`src/rtl/booth_seq_pkg.sv`:
```
`default_nettype none
// ============================================================================
// Module      : booth_seq_pkg
// Description : Shared types and widths for the Booth operand sequencer:
//               operand/product widths, sequencer FSM state encoding and the
//               operand-pair record carried through the input FIFO.
// Revision    : 1.0 - initial release
// ============================================================================
package booth_seq_pkg;

    localparam int OP_W   = 8;
    localparam int PROD_W = 16;

    // Explicitly encoded so the state values stay fixed across tool versions
    typedef enum logic [2:0] {
        ST_IDLE   = 3'd0,
        ST_LOAD_M = 3'd1,
        ST_LOAD_Q = 3'd2,
        ST_WAIT   = 3'd3,
        ST_OUT    = 3'd4
    } state_t;

    typedef struct packed {
        logic [OP_W-1:0] mcand;
        logic [OP_W-1:0] mplier;
    } op_pair_t;

endpackage
`default_nettype wire

```
`src/rtl/booth_op_fifo.sv`:
```
`default_nettype none
// ============================================================================
// Module      : booth_op_fifo
// Description : Synchronous FIFO of operand pairs. DEPTH must be a power of
//               two (>=2) so the pointers wrap naturally. Push while full and
//               pop while empty are ignored.
// Revision    : 1.0 - initial release
// ============================================================================
module booth_op_fifo
    import booth_seq_pkg::*;
#(
    parameter int DEPTH = 4
) (
    input  logic                   clk,
    input  logic                   rst_n,
    input  logic                   push,
    input  op_pair_t               din,
    input  logic                   pop,
    output op_pair_t               dout,
    output logic                   full,
    output logic                   empty,
    output logic [$clog2(DEPTH):0] count
);

    localparam int              AW       = $clog2(DEPTH);
    localparam logic [AW:0]     FULL_CNT = DEPTH[AW:0];

    // Storage is not reset: contents are only observed behind a valid count
    op_pair_t        mem_q [DEPTH];
    logic [AW-1:0]   wr_ptr_q, wr_ptr_d;
    logic [AW-1:0]   rd_ptr_q, rd_ptr_d;
    logic [AW:0]     count_q,  count_d;
    logic            do_push, do_pop;

    // Qualify requests and compute next pointers / occupancy
    always_comb begin
        do_push  = push && (count_q != FULL_CNT);
        do_pop   = pop  && (count_q != '0);
        wr_ptr_d = wr_ptr_q + {{(AW-1){1'b0}}, do_push};
        rd_ptr_d = rd_ptr_q + {{(AW-1){1'b0}}, do_pop};
        count_d  = count_q + {{AW{1'b0}}, do_push} - {{AW{1'b0}}, do_pop};
    end

    // Pointer and occupancy registers
    always_ff @(posedge clk) begin
        if (!rst_n) begin
            wr_ptr_q <= '0;
            rd_ptr_q <= '0;
            count_q  <= '0;
        end else begin
            wr_ptr_q <= wr_ptr_d;
            rd_ptr_q <= rd_ptr_d;
            count_q  <= count_d;
        end
    end

    // Entry storage write port
    always_ff @(posedge clk) begin
        if (do_push) begin
            mem_q[wr_ptr_q] <= din;
        end
    end

    assign dout  = mem_q[rd_ptr_q];
    assign full  = (count_q == FULL_CNT);
    assign empty = (count_q == '0);
    assign count = count_q;

endmodule
`default_nettype wire

```
`src/rtl/booth_operand_sequencer.sv`:
```
`default_nettype none
// ============================================================================
// Module      : booth_operand_sequencer
// Description : Feeds operand pairs from a FIFO into an 8-bit Booth multiplier
//               core over its shared operand bus (multiplicand with start
//               strobe, then multiplier), waits for done with a timeout, and
//               parks the product in a single valid/ready result slot.
//               Optional build macro: SEQ_ZERO_BYPASS_EN - pairs with a zero
//               operand skip the core and produce a zero result directly.
// Revision    : 1.0 - initial release
// ============================================================================
module booth_operand_sequencer
    import booth_seq_pkg::*;
#(
    parameter int DEPTH   = 4,
    parameter int TIMEOUT = 64
) (
    input  logic              clk,
    input  logic              rst_n,
    input  logic              in_valid,
    output logic              in_ready,
    input  logic [OP_W-1:0]   in_mcand,
    input  logic [OP_W-1:0]   in_mplier,
    output logic              mul_start,
    output logic [OP_W-1:0]   mul_a,
    input  logic              mul_done,
    input  logic [PROD_W-1:0] mul_product,
    output logic              res_valid,
    input  logic              res_ready,
    output logic [PROD_W-1:0] res_data,
    output logic              busy,
    output logic              err_timeout
);

    localparam int            TW       = (TIMEOUT > 1) ? $clog2(TIMEOUT) : 1;
    localparam logic [TW-1:0] TMR_LAST = TW'(TIMEOUT - 1);

    op_pair_t                 fifo_din, fifo_head;
    logic                     fifo_push, fifo_pop, fifo_full, fifo_empty;
    logic [$clog2(DEPTH):0]   fifo_count;

    state_t                   state_q, state_d;
    logic [OP_W-1:0]          op_b_q, op_b_d;
    logic                     mul_start_q, mul_start_d;
    logic [OP_W-1:0]          mul_a_q, mul_a_d;
    logic                     res_valid_q, res_valid_d;
    logic [PROD_W-1:0]        res_data_q, res_data_d;
    logic                     err_timeout_q, err_timeout_d;
    logic [TW-1:0]            tmr_q, tmr_d;

    assign fifo_din  = '{mcand: in_mcand, mplier: in_mplier};
    assign fifo_push = in_valid && !fifo_full;

    booth_op_fifo #(
        .DEPTH (DEPTH)
    ) u_fifo (
        .clk   (clk),
        .rst_n (rst_n),
        .push  (fifo_push),
        .din   (fifo_din),
        .pop   (fifo_pop),
        .dout  (fifo_head),
        .full  (fifo_full),
        .empty (fifo_empty),
        .count (fifo_count)
    );

    // Sequencer next-state logic; every output is precomputed for the next cycle
    always_comb begin
        state_d       = state_q;
        op_b_d        = op_b_q;
        mul_start_d   = 1'b0;
        mul_a_d       = mul_a_q;
        res_valid_d   = res_valid_q;
        res_data_d    = res_data_q;
        err_timeout_d = err_timeout_q;
        tmr_d         = tmr_q;
        fifo_pop      = 1'b0;

        case (state_q)
            ST_IDLE: begin
                // Single result slot: never issue while a result is pending
                if (!fifo_empty && !res_valid_q) begin
                    fifo_pop = 1'b1;
                    // The multiplicand goes straight to the bus register; only
                    // the multiplier needs to be remembered for the next cycle
                    op_b_d   = fifo_head.mplier;
`ifdef SEQ_ZERO_BYPASS_EN
                    if (fifo_head.mcand == '0 || fifo_head.mplier == '0) begin
                        res_data_d  = '0;
                        res_valid_d = 1'b1;
                        state_d     = ST_OUT;
                    end else begin
                        mul_start_d = 1'b1;
                        mul_a_d     = fifo_head.mcand;
                        state_d     = ST_LOAD_M;
                    end
`else
                    mul_start_d = 1'b1;
                    mul_a_d     = fifo_head.mcand;
                    state_d     = ST_LOAD_M;
`endif
                end
            end
            ST_LOAD_M: begin
                mul_a_d = op_b_q;
                state_d = ST_LOAD_Q;
            end
            ST_LOAD_Q: begin
                tmr_d   = '0;
                state_d = ST_WAIT;
            end
            ST_WAIT: begin
                if (mul_done) begin
                    res_data_d  = mul_product;
                    res_valid_d = 1'b1;
                    state_d     = ST_OUT;
                end else if (tmr_q == TMR_LAST) begin
                    // Abandon the pair; the flag stays set until reset
                    err_timeout_d = 1'b1;
                    state_d       = ST_IDLE;
                end else begin
                    tmr_d = tmr_q + 1'b1;
                end
            end
            ST_OUT: begin
                if (res_valid_q && res_ready) begin
                    res_valid_d = 1'b0;
                    state_d     = ST_IDLE;
                end
            end
            default: begin
                state_d = ST_IDLE;
            end
        endcase
    end

    // Sequencer state and registered outputs
    always_ff @(posedge clk) begin
        if (!rst_n) begin
            state_q       <= ST_IDLE;
            op_b_q        <= '0;
            mul_start_q   <= 1'b0;
            mul_a_q       <= '0;
            res_valid_q   <= 1'b0;
            res_data_q    <= '0;
            err_timeout_q <= 1'b0;
            tmr_q         <= '0;
        end else begin
            state_q       <= state_d;
            op_b_q        <= op_b_d;
            mul_start_q   <= mul_start_d;
            mul_a_q       <= mul_a_d;
            res_valid_q   <= res_valid_d;
            res_data_q    <= res_data_d;
            err_timeout_q <= err_timeout_d;
            tmr_q         <= tmr_d;
        end
    end

    assign in_ready    = !fifo_full;
    assign mul_start   = mul_start_q;
    assign mul_a       = mul_a_q;
    assign res_valid   = res_valid_q;
    assign res_data    = res_data_q;
    assign err_timeout = err_timeout_q;
    assign busy        = (state_q != ST_IDLE) || (fifo_count != '0);

endmodule
`default_nettype wire

```
`config.mk`:
```
export PLATFORM = sky130hd
export DESIGN_NAME = booth_operand_sequencer
export DESIGN_NICKNAME = d
export VERILOG_FILES = /design/src/rtl/booth_seq_pkg.sv /design/src/rtl/booth_op_fifo.sv /design/src/rtl/booth_operand_sequencer.sv
export SDC_FILE = /design/constraint.sdc
export NUM_CORES = 1
export LEC_CHECK = 0
export ABC_CLOCK_PERIOD_IN_PS = 5900
export BUFFER_PORTS_ARGS = -buffer_cell sky130_fd_sc_hd__buf_2
export CAP_MARGIN = 30
export CORE_ASPECT_RATIO = 1.25
export CORE_MARGIN = 1
export CORE_UTILIZATION = 50
export CTS_CLUSTER_SIZE = 30
export DETAILED_ROUTE_END_ITERATION = 8
export GPL_TIMING_DRIVEN = 0
export PLACE_DENSITY = 0.71
export SYNTH_ARGS = -nofsm -noshare
export SYNTH_HDL_FRONTEND = slang
export SYNTH_SLANG_ARGS = --single-unit
```
`constraint.sdc`:
```
create_clock -name clk -period 5.9 [get_ports clk]
set_input_delay 1.475 -clock clk [delete_from_list [all_inputs] [get_ports clk]]
set_output_delay 1.475 -clock clk [all_outputs]
set_load 0.01 [all_outputs]
```
==> impl_metrics.json, run 1 <==
{
  "globalRouteMet1Util_pct": 23.9,
  "cp-end-kind": "output port",
  "netlist_instances": 335,
  "hp-start": "op_b_q[4]",
  "tns_ns": 0,
  "ys.flop_type": "edfxtp_1",
  "ir_worst_vdd_mv": 0.271,
  "synth_top_area_share_pct": 43.3,
  "antenna_found_initial": 0,
  "p_int_w": 0.00195,
  "tightest_slew_ns": 0.840,
  "synth.area.top_cells": "edfxtp_1, dfxtp_1, mux4_2",
  "place_congestion": 0.798,
  "critical_path_class": "register to output port",
  "clk_path_buf_depth": 2,
  "synth_seq_cells": 115,
  "crit_chain": "nor3_2 > nand3_1 > buf_2",
  "cts_tree": "built",
  "finalWirelength_um": 8820,
  "wl_per_cell_um": 15.9,
  "worstReg2RegStart": "state_q[2]",
  "status": "finished, final reports clean",
  "grt_pass1_wl_um": 14000,
  "crit_required_ns": 4.43,
  "cp_slowest_cell": "nor3_2",
  "io_pins": 66,
  "clk_pin_slew_ns": 0.06,
  "synth_top_area_cell": "edfxtp_1",
  "cts_setup_buffers": 0,
  "vias": 2963,
  "critPathMaxFanout": 5,
  "ys_seq_area_share_pct": 66.3,
  "post-route-drc-count": 0,
  "firstDrtPassIters": 4,
  "final_area_sq_um": 5580,
  "hp-class": "register to register",
  "async_reset_ff_share_pct": 0,
  "combPwrFrac_pct": 21.5,
  "setup_viol": 0,
  "maxSlewViolCount": 0,
  "fp-row-count": 38,
  "start_kind": "register",
  "yosysWarnings": 0,
  "rsz0062_at_grt": "no",
  "finalCritPeriodShare_pct": 54.2,
  "syn_area_sq_um": 4440,
  "synth_nets": 378,
  "drv_cap": 0,
  "grt_overflow": 0,
  "p_per_area_nw_per_um2": 478,
  "top_usage_layer": "met2",
  "synth.most_common_cell": "edfxtp_1",
  "die_y_um": 107,
  "nNetsFinal": 465,
  "use_met2_pct": 35.3,
  "p_clk_share_pct": 39.5,
  "die_area_sq_um": 9260,
  "numCtsBuffers": 17,
  "post_drt_via_cell_ratio": 5.34,
  "p_leak_nw": 2.08,
  "arrival_ns": 1.72,
  "die_width_um": 86.3,
  "core-area_sq_um": 8650,
  "cts_hold_buffers": 0,
  "cts_max_level": 4,
  "cts_resized": 0,
  "grtUsageTotal_pct": 20.9,
  "max_clock_freq_ghz": 0.313,
  "dp_hpwl_um": 5910,
  "clk_latency_ns": 0.51,
  "yosys-top-cells-count": "edfxtp_1, nand2_1, dfxtp_1, a21oi_1, mux4_2",
  "synth-edff-count": 64,
  "initial_utilization_pct": 51.3,
  "cts_sinks": 115,
  "p_seq_share_pct": 39.0,
  "switching_share_pct": 27.0,
  "startpoint": "u_fifo.count[1]",
  "grt_pass1_vias": 2896,
  "final_hold_viol_count": 0,
  "synth.distinct_cells": 43,
  "cp_slowest_stage_delay_ns": 0.54,
  "fin_crit_ns": 3.20,
  "final_antenna_net_count": 0,
  "met3_usage_pct": 6.60,
  "drt_iter0_markers": 115,
  "io_buffer_count": 65,
  "area_delta_synth_final_pct": 25.7,
  "avgSynthCellArea_sq_um": 13.2,
  "grt_max_degree": 17,
  "final.fill_count": 681,
  "fin_skew_ns": 0.00640,
  "root_buffer": "clkbuf_8",
  "drive_above_1_share_pct": 30.6,
  "place_area_sq_um": 4960,
  "slew_headroom_pct": 44.0,
  "switchingPower_w": 0.000720,
  "n_antenna_cell": 0,
  "total_power_w": 0.00267
}
==> worst max-delay path: cells and delay by family, from the launching register on <==
kind	cells	cell delay, ns
buffers and inverters	1	0.17
flip-flops	1	0.37
AND/OR/NAND/NOR	2	0.67
==> routing by layer <==
layer | wire [um] | up-vias
li1 | - | 1414
met1 | 3570 | 1439
met2 | 4600 | 93
met3 | 473 | 17
met4 | 179 | 0
met5 | 0 | -
==> flip-flops by register name, summed over array words and instances (netlist names), 3 cells and up <==
register / cells
op_b_q: 8
u_fifo.count: 3
mul_a: 8
res_data: 16
tmr_q: 6
state_q: 3
u_fifo.mem_q: 64
==> metrics by stage <==
stage	std cells	util [%]	worst slack [ns]	hold WS, ns
after floorplan	335	-	2.68	0.425
after global placement	520	56.8	1.69	0.434
after detailed placement	523	57.4	2.96	0.440
after CTS	555	64.5	2.68	0.448
after global routing	555	64.5	2.61	0.473
final	555	64.5	2.70	0.448
==> cell families (layout without fill, tap and decap cells) <==
logic type	count (synthesis)	in the layout	share of synthesized area [%]
flip-flops	115	115	66.3
AND/OR/NAND/NOR	112	112	12.4
AO/OA/AOI/OAI	51	51	7.02
buffers and inverters	29	129	3.07
multiplexers	18	18	8.57
adder cells (fa/ha/maj)	6	6	1.86
XOR/XNOR	4	4	0.790
==> path summary, 6_finish.rpt <==
check        depth (start not counted)              end  slack (ns)
max                                  3             busy        2.70
min                                  2        op_b_q[4]        0.45
max reg2reg                         12  u_fifo.count[2]        3.18
min reg2reg                          2        op_b_q[4]        0.45
==> power groups by stage <==
stage                     logic [W]  registers (W)  clock network (W)
after floorplan            0.000395        0.00106                  0
after detailed placement   0.000579        0.00105                  0
after global routing       0.000640        0.00105            0.00110
after CTS                  0.000585        0.00104            0.00107
after global placement     0.000553        0.00105                  0
final                      0.000574        0.00104            0.00105
==> final cells by class <==
cell class              count  area (sq um)  area share (%)
flip-flops and latches    115          2940            52.7
multi-input cells         191          1370            24.6
clock buffers              22           463            8.30
repair buffers             68           363            6.50
clock inverters            10           154            2.76
well taps                 120           150            2.69
plain buffers              17          91.3            1.64
inverters                  12          45.0           0.807
==> cell usage in the layout (no fill, tap or decap), drive strengths merged, types with 3 or more instances in the layout <==
cell type	count
o21ai	14
ha	5
dfxtp	51
nor2	12
clkinv	4
and3	3
buf	79
clkbuf	28
a21oi	19
a31oi	3
mux4	16
nand2	60
o221ai	7
bufinv	4
edfxtp	64
nand3	12
xnor2	3
nor4	3
and2	3
inv	12
nor3	7
No activity file was read; power rests on OpenSTA's default activity.
==> inputs of run 2 (changes only) <==
--- a/config.mk
+++ b/config.mk
@@ -5,7 +5,8 @@
 export SDC_FILE = /design/constraint.sdc
 export NUM_CORES = 1
 export LEC_CHECK = 0
-export ABC_CLOCK_PERIOD_IN_PS = 5900
+export ABC_AREA = 1
+export ABC_CLOCK_PERIOD_IN_PS = 2800
 export BUFFER_PORTS_ARGS = -buffer_cell sky130_fd_sc_hd__buf_2
 export CAP_MARGIN = 30
 export CORE_ASPECT_RATIO = 1.25
@@ -14,7 +15,7 @@
 export CTS_CLUSTER_SIZE = 30
 export DETAILED_ROUTE_END_ITERATION = 8
 export GPL_TIMING_DRIVEN = 0
-export PLACE_DENSITY = 0.71
+export PLACE_DENSITY = 0.74
 export SYNTH_ARGS = -nofsm -noshare
 export SYNTH_HDL_FRONTEND = slang
 export SYNTH_SLANG_ARGS = --single-unit
==> constraint.sdc (replaced) <==
create_clock -name clk -period 2.8 [get_ports clk]
set_input_delay 0.7 -clock clk [delete_from_list [all_inputs] [get_ports clk]]
set_output_delay 0.7 -clock clk [all_outputs]
set_load 0.01 [all_outputs]
==> run 2 against run 1 <==
Sequential share of layout area is 1.3 points lower. Utilization grew 0.20 points. Synthesized cell count increased by 47%. Highest routed layer unchanged. Die area rose by 4.0%. Flip-flop and latch count unchanged. Sequential power increased by 110%. Register-to-register slack got worse by 2.6 ns.
==> impl_metrics.json, run 2 <==
{
  "avgSynthCellArea_sq_um": 9.39,
  "vias": 3578,
  "synth_top_area_share_pct": 41.6,
  "antenna_found_initial": 0,
  "final_util_pct": 64.7,
  "grt_pass1_vias": 3400,
  "largest_register_ffs": 64,
  "p_per_area_nw_per_um2": 998,
  "drt_iter0_markers": 180,
  "ys.flop_type": "edfxtp_1",
  "die_y_um": 109,
  "cp-end-kind": "register",
  "status": "finished, final reports clean",
  "setup_viol": 0,
  "synth_nets": 535,
  "async_reset_ff_share_pct": 0,
  "final_common_cell": "nor2_1",
  "fin_skew_ns": 0.0115,
  "wl_met2_um": 4910,
  "ff2ff_setup_slack_ns": 0.54,
  "cts_hold_buffers": 0,
  "cts_max_level": 4,
  "final_area_sq_um": 5720,
  "post-route-drc-count": 0,
  "core-area_sq_um": 8840,
  "place_area_sq_um": 5170,
  "post_drt_via_cell_ratio": 5.02,
  "final.fill_count": 710,
  "initial_utilization_pct": 52.2,
  "synth_top_area_cell": "edfxtp_1",
  "crit_chain": "nor2_1 > nand2_1 > nand2_1 > nor2_2 > buf_4 > ha_1 > inv_1 > ha_1 > inv_1 > fa_1 > inv_1 > o21ai_0 > a21oi_1",
  "numCtsBuffers": 17,
  "synth-edff-count": 64,
  "ys_seq_area_share_pct": 63.7,
  "cts_setup_buffers": 0,
  "path_common_cell": "inv_1",
  "p_leak_nw": 2.53,
  "die_width_um": 88.0,
  "cts_sinks": 115,
  "clk_path_buf_depth": 2,
  "cts_tree": "built",
  "hp-start": "in_mplier[0]",
  "die_area_sq_um": 9630,
  "hold_path_end": "u_fifo.mem_q[3][0]",
  "drv_cap": 0,
  "cts_resized": 0,
  "drive_above_1_share_pct": 19.9,
  "slew_headroom_pct": 40.4,
  "rsz0062_at_grt": "no",
  "grt_max_degree": 17,
  "syn_area_sq_um": 4620,
  "reg2reg_depth": 13,
  "critical_path_class": "register to register",
  "fp-row-count": 38,
  "max_clock_freq_ghz": 0.443,
  "wl_per_cell_um": 13.5,
  "highest_layer": "met4",
  "route.met3.wl_um": 469,
  "hp-class": "primary input to register",
  "wirelength_met1_um": 4010,
  "yosysWarnings": 0,
  "area_delta_synth_final_pct": 23.8,
  "finalWirelength_um": 9600,
  "synth.most_common_cell": "nor2_1",
  "tightest_slew_ns": 0.889,
  "arrival_ns": 2.70,
  "nNetsFinal": 623,
  "io_buffer_count": 65,
  "n_antenna_cell": 0,
  "synth_seq_cells": 115,
  "yosys-top-cells-count": "nor2_1, nand2_1, edfxtp_1, inv_1, dfxtp_1",
  "final_hold_viol_count": 0,
  "finalCritPeriodShare_pct": 80.6,
  "place_congestion": 0.781,
  "ir_worst_vdd_mv": 0.514,
  "final_antenna_net_count": 0,
  "root_buffer": "clkbuf_8",
  "netlist_instances": 492,
  "crit_required_ns": 3.24,
  "critPathMaxFanout": 11,
  "final_cell_mix": "nor2_1, nand2_1, buf_2, edfxtp_1, inv_1",
  "clk_pin_slew_ns": 0.06,
  "tns_ns": 0,
  "grt_overflow": 0,
  "synth.distinct_cells": 29,
  "cp_slowest_cell": "dfxtp_1",
  "maxSlewViolCount": 0,
  "holdPathStages": 1,
  "io_pins": 66,
  "dp_hpwl_um": 6710,
  "worstReg2RegStart": "u_fifo.count[1]",
  "synth.area.top_cells": "edfxtp_1, dfxtp_1, nor2_1",
  "clk_latency_ns": 0.52,
  "largest_register": "u_fifo.mem_q",
  "start_kind": "register",
  "firstDrtPassIters": 4,
  "fin_crit_ns": 2.26,
  "r2r_end": "u_fifo.count[2]",
  "cp_slowest_stage_delay_ns": 0.41,
  "grtUsageTotal_pct": 21.7,
  "grt_pass1_wl_um": 15300
}
-- run 2: cell count changes in the layout (fill, tap and decap cells not counted), sizes merged, moves of 5 or more --
cell and delta:
o22ai +7, o21ai +34, inv +47, nand3 +19, o221ai -7, nor2 +90, a21oi -11, nand2 +26
mux4 -16, clkbuf +5
-- run 2: per-layer routing --
layer	track usage [%]	up-vias
met1	23.2	1655
met3	5.56	20
met2	39.0	112
li1	-	1791
met4	10.9	0
met5	0	-
-- run 2: critical path: cells and delay by family (launching register included) --
kind                       cells  cell delay, ns
DFF                            1            0.41
buffers and inverters          4            0.40
adders and majority gates      3            0.71
AOI/OAI and AO/OA              2            0.20
and+or+nand+nor                4            0.46
-- run 2: cell type report --
type	instances	area, sq um	share of cell area [%]
inverter	57	214	3.74
clock inverter	7	46.3	0.809
sequential	115	2940	51.4
tap	120	150	2.62
multi-input combinational	303	1410	24.6
timing repair buffer	69	378	6.61
clock buffer	25	505	8.84
buffer	17	76.3	1.33
-- run 2: how the worst max path moves through the flow --
stage / start / to / slack (ns) / cells past startpoint
3_3_place_gp: in_valid / u_fifo.mem_q[0][11] / -0.59 / 3
4_1_cts: u_fifo.count[1] / u_fifo.count[2] / 0.51 / 13
2_1_floorplan: in_valid / u_fifo.mem_q[0][0] / 0.45 / 2
3_5_place_dp: u_fifo.count[1] / u_fifo.count[2] / 0.53 / 13
5_1_grt: u_fifo.count[1] / u_fifo.count[2] / 0.29 / 13
6_report: u_fifo.count[1] / u_fifo.count[2] / 0.54 / 13
-- run 2: metrics by stage --
step	total power, W	setup WS [ns]	instances	hold WS, ns
CTS	0.00574	0.511	713	0.382
finish	0.00571	0.544	713	0.396
floorplan	0.00328	0.451	492	0.457
global placement	0.00371	-0.588	677	0.464
global route	0.00606	0.292	713	0.386
detailed placement	0.00379	0.534	681	0.470
-- run 2: logic make-up (layout without fill, tap and decap cells) --
group	count (synthesis)	count (layout)	share of synthesized area [%]
adders and majority gates	6	6	1.79
xor gates and xnor gates	3	3	0.569
DFF	115	115	63.7
buffers and inverters	74	175	6.28
and+or+nand+nor	225	225	19.8
AOI/OAI and AO/OA	69	69	7.91
-- run 2: power breakdown --
group	switching, W	internal, W	leakage (nW)
clock	0.000713	0.00123	0.270
combinational	0.00101	0.000541	1.25
sequential	0.000140	0.00207	1.00
==> inputs of run 3 (changes only) <==
--- a/config.mk
+++ b/config.mk
@@ -6,7 +6,7 @@
 export NUM_CORES = 1
 export LEC_CHECK = 0
 export ABC_AREA = 1
-export ABC_CLOCK_PERIOD_IN_PS = 2800
+export ABC_CLOCK_PERIOD_IN_PS = 2100
 export BUFFER_PORTS_ARGS = -buffer_cell sky130_fd_sc_hd__buf_2
 export CAP_MARGIN = 30
 export CORE_ASPECT_RATIO = 1.25
@@ -15,7 +15,7 @@
 export CTS_CLUSTER_SIZE = 30
 export DETAILED_ROUTE_END_ITERATION = 8
 export GPL_TIMING_DRIVEN = 0
-export PLACE_DENSITY = 0.74
+export PLACE_DENSITY = 0.71
 export SYNTH_ARGS = -nofsm -noshare
 export SYNTH_HDL_FRONTEND = slang
 export SYNTH_SLANG_ARGS = --single-unit
==> constraint.sdc (replaced) <==
create_clock -name clk -period 2.1 [get_ports clk]
set_input_delay 0.525 -clock clk [delete_from_list [all_inputs] [get_ports clk]]
set_output_delay 0.525 -clock clk [all_outputs]
set_load 0.01 [all_outputs]
==> run 3 against run 2 <==
Setup slack worse by 0.43 ns. Final area rose by 2.5%. Clock power grew 41%. Sequential power is 34% higher. Utilization up 1.6 points. Hold slack lost 0.17 ns. Critical path depth is 2 lower. Register-to-register slack worse by 0.43 ns. Critical path type unchanged.
==> impl_metrics.json, run 3 (synthesis gave the netlist of run 2 again) <==
{
  "die_width_um": 88.0,
  "grtUsageTotal_pct": 22.0,
  "vias": 3542,
  "layout_setup_ws_ns": 0.112,
  "final_cell_mix": "nor2_1, nand2_1, buf_2, edfxtp_1, inv_1",
  "initial_utilization_pct": 52.2,
  "firstDrtPassIters": 4,
  "setup_viol": 0,
  "start_kind": "register",
  "arrival_ns": 2.37,
  "area_delta_synth_final_pct": 26.9,
  "die_y_um": 109,
  "clk_path_buf_depth": 2,
  "tightest_slew_ns": 0.832,
  "place_ws_ns": -0.174,
  "cts_tree": "built",
  "drive_above_1_share_pct": 23.1,
  "fin_skew_ns": 0.00998,
  "grt_max_degree": 17,
  "startpoint": "u_fifo.count[2]",
  "place_inst": 681,
  "ir_worst_vdd_mv": 0.876,
  "nNetsFinal": 631,
  "drt_iter0_markers": 170,
  "place_congestion": 0.793,
  "grt_pass1_wl_um": 15300,
  "crit_required_ns": 2.49,
  "finalCritPeriodShare_pct": 94.7,
  "slew_headroom_pct": 44.2,
  "max_clock_freq_ghz": 0.503,
  "clk_latency_ns": 0.51,
  "cts_max_level": 4,
  "root_buffer": "clkbuf_8",
  "final_util_pct": 66.3,
  "status": "finished, final reports clean",
  "finalWirelength_um": 9710,
  "grt_overflow": 0,
  "die_area_sq_um": 9630,
  "stdcell_count": 721,
  "wl_per_cell_um": 13.5,
  "grt_pass1_vias": 3388,
  "antenna_found_initial": 0,
  "n_antenna_cell": 0,
  "cts_sinks": 115,
  "io_buffer_count": 65,
  "total_power_w": 0.00803,
  "drv_cap": 0,
  "fp-row-count": 38,
  "cp-end-kind": "register",
  "rsz0062_at_grt": "yes",
  "maxSlewViolCount": 0,
  "final_hold_viol_count": 0,
  "p_per_area_nw_per_um2": 1370,
  "critical_path_class": "register to register",
  "largest_register_ffs": 64,
  "whs_ns": 0.224,
  "critPathMaxFanout": 8,
  "worstReg2RegStart": "u_fifo.count[2]",
  "final_common_cell": "nor2_1",
  "hp-start": "in_mplier[7]",
  "largest_register": "u_fifo.mem_q",
  "core-area_sq_um": 8840,
  "post_drt_via_cell_ratio": 4.91,
  "clk_pin_slew_ns": 0.06,
  "post-route-drc-count": 0,
  "hp-class": "primary input to register",
  "dp_hpwl_um": 6710,
  "numCtsBuffers": 17,
  "fin_crit_ns": 1.99,
  "p_leak_nw": 2.58,
  "cts_hold_buffers": 0,
  "final_antenna_net_count": 0,
  "io_pins": 66
}
run 3: layer usage:
metal  GRT usage, %  part of all wire, %
met3           6.83                  4.9
met4           10.8                  1.4
met1           23.4                   42
met2           39.0                   52
met5              0                    0
run 3: critical path, stage by stage, from the launching register on:
cell	delay, ns
dfxtp_4	0.35
nor2_4	0.11
nand2_2	0.06
nand2_2	0.10
nor2_4	0.05
buf_6	0.12
ha_1	0.26
inv_1	0.05
ha_1	0.13
inv_1	0.05
fa_2	0.52
nor2_1	0.04
run 3: final timing paths:
kind,endpoint,slack (ns),cells after the start
max,u_fifo.count[1],0.11,11
min,u_fifo.mem_q[2][7],0.22,1
max reg2reg,u_fifo.count[1],0.11,11
min reg2reg,err_timeout,0.49,2
run 3: repair_timing:
action	in CTS	in global routing
cloned	0	0
buffers inserted	1	7
resized for setup	4	12
pin swaps	1	2
endpoints found under the setup margin	2	3
run 3: through the flow:
step           area (sq um)  setup TNS, ns
2_1_floorplan          4620          -9.26
3_3_place_gp           5100         -67.10
3_5_place_dp           5180         -0.291
4_1_cts                5770              0
5_1_grt                5860         -0.226
6_report               5860              0
run 3: cell type report:
class	instances	area, sq um
inverter	57	214
fill	726	2980
timing repair buffer	77	458
multi-input combinational	303	1430
buffer	17	80.1
sequential	115	2950
tap	120	150
clock inverter	15	160
clock buffer	17	414
run 3: power breakdown:
part	leakage [nW]	switching (W)	internal, W
registers	1.00	0.000189	0.00278
clock network	0.278	0.00104	0.00169
logic	1.30	0.00142	0.000912
total	2.58	0.00265	0.00538
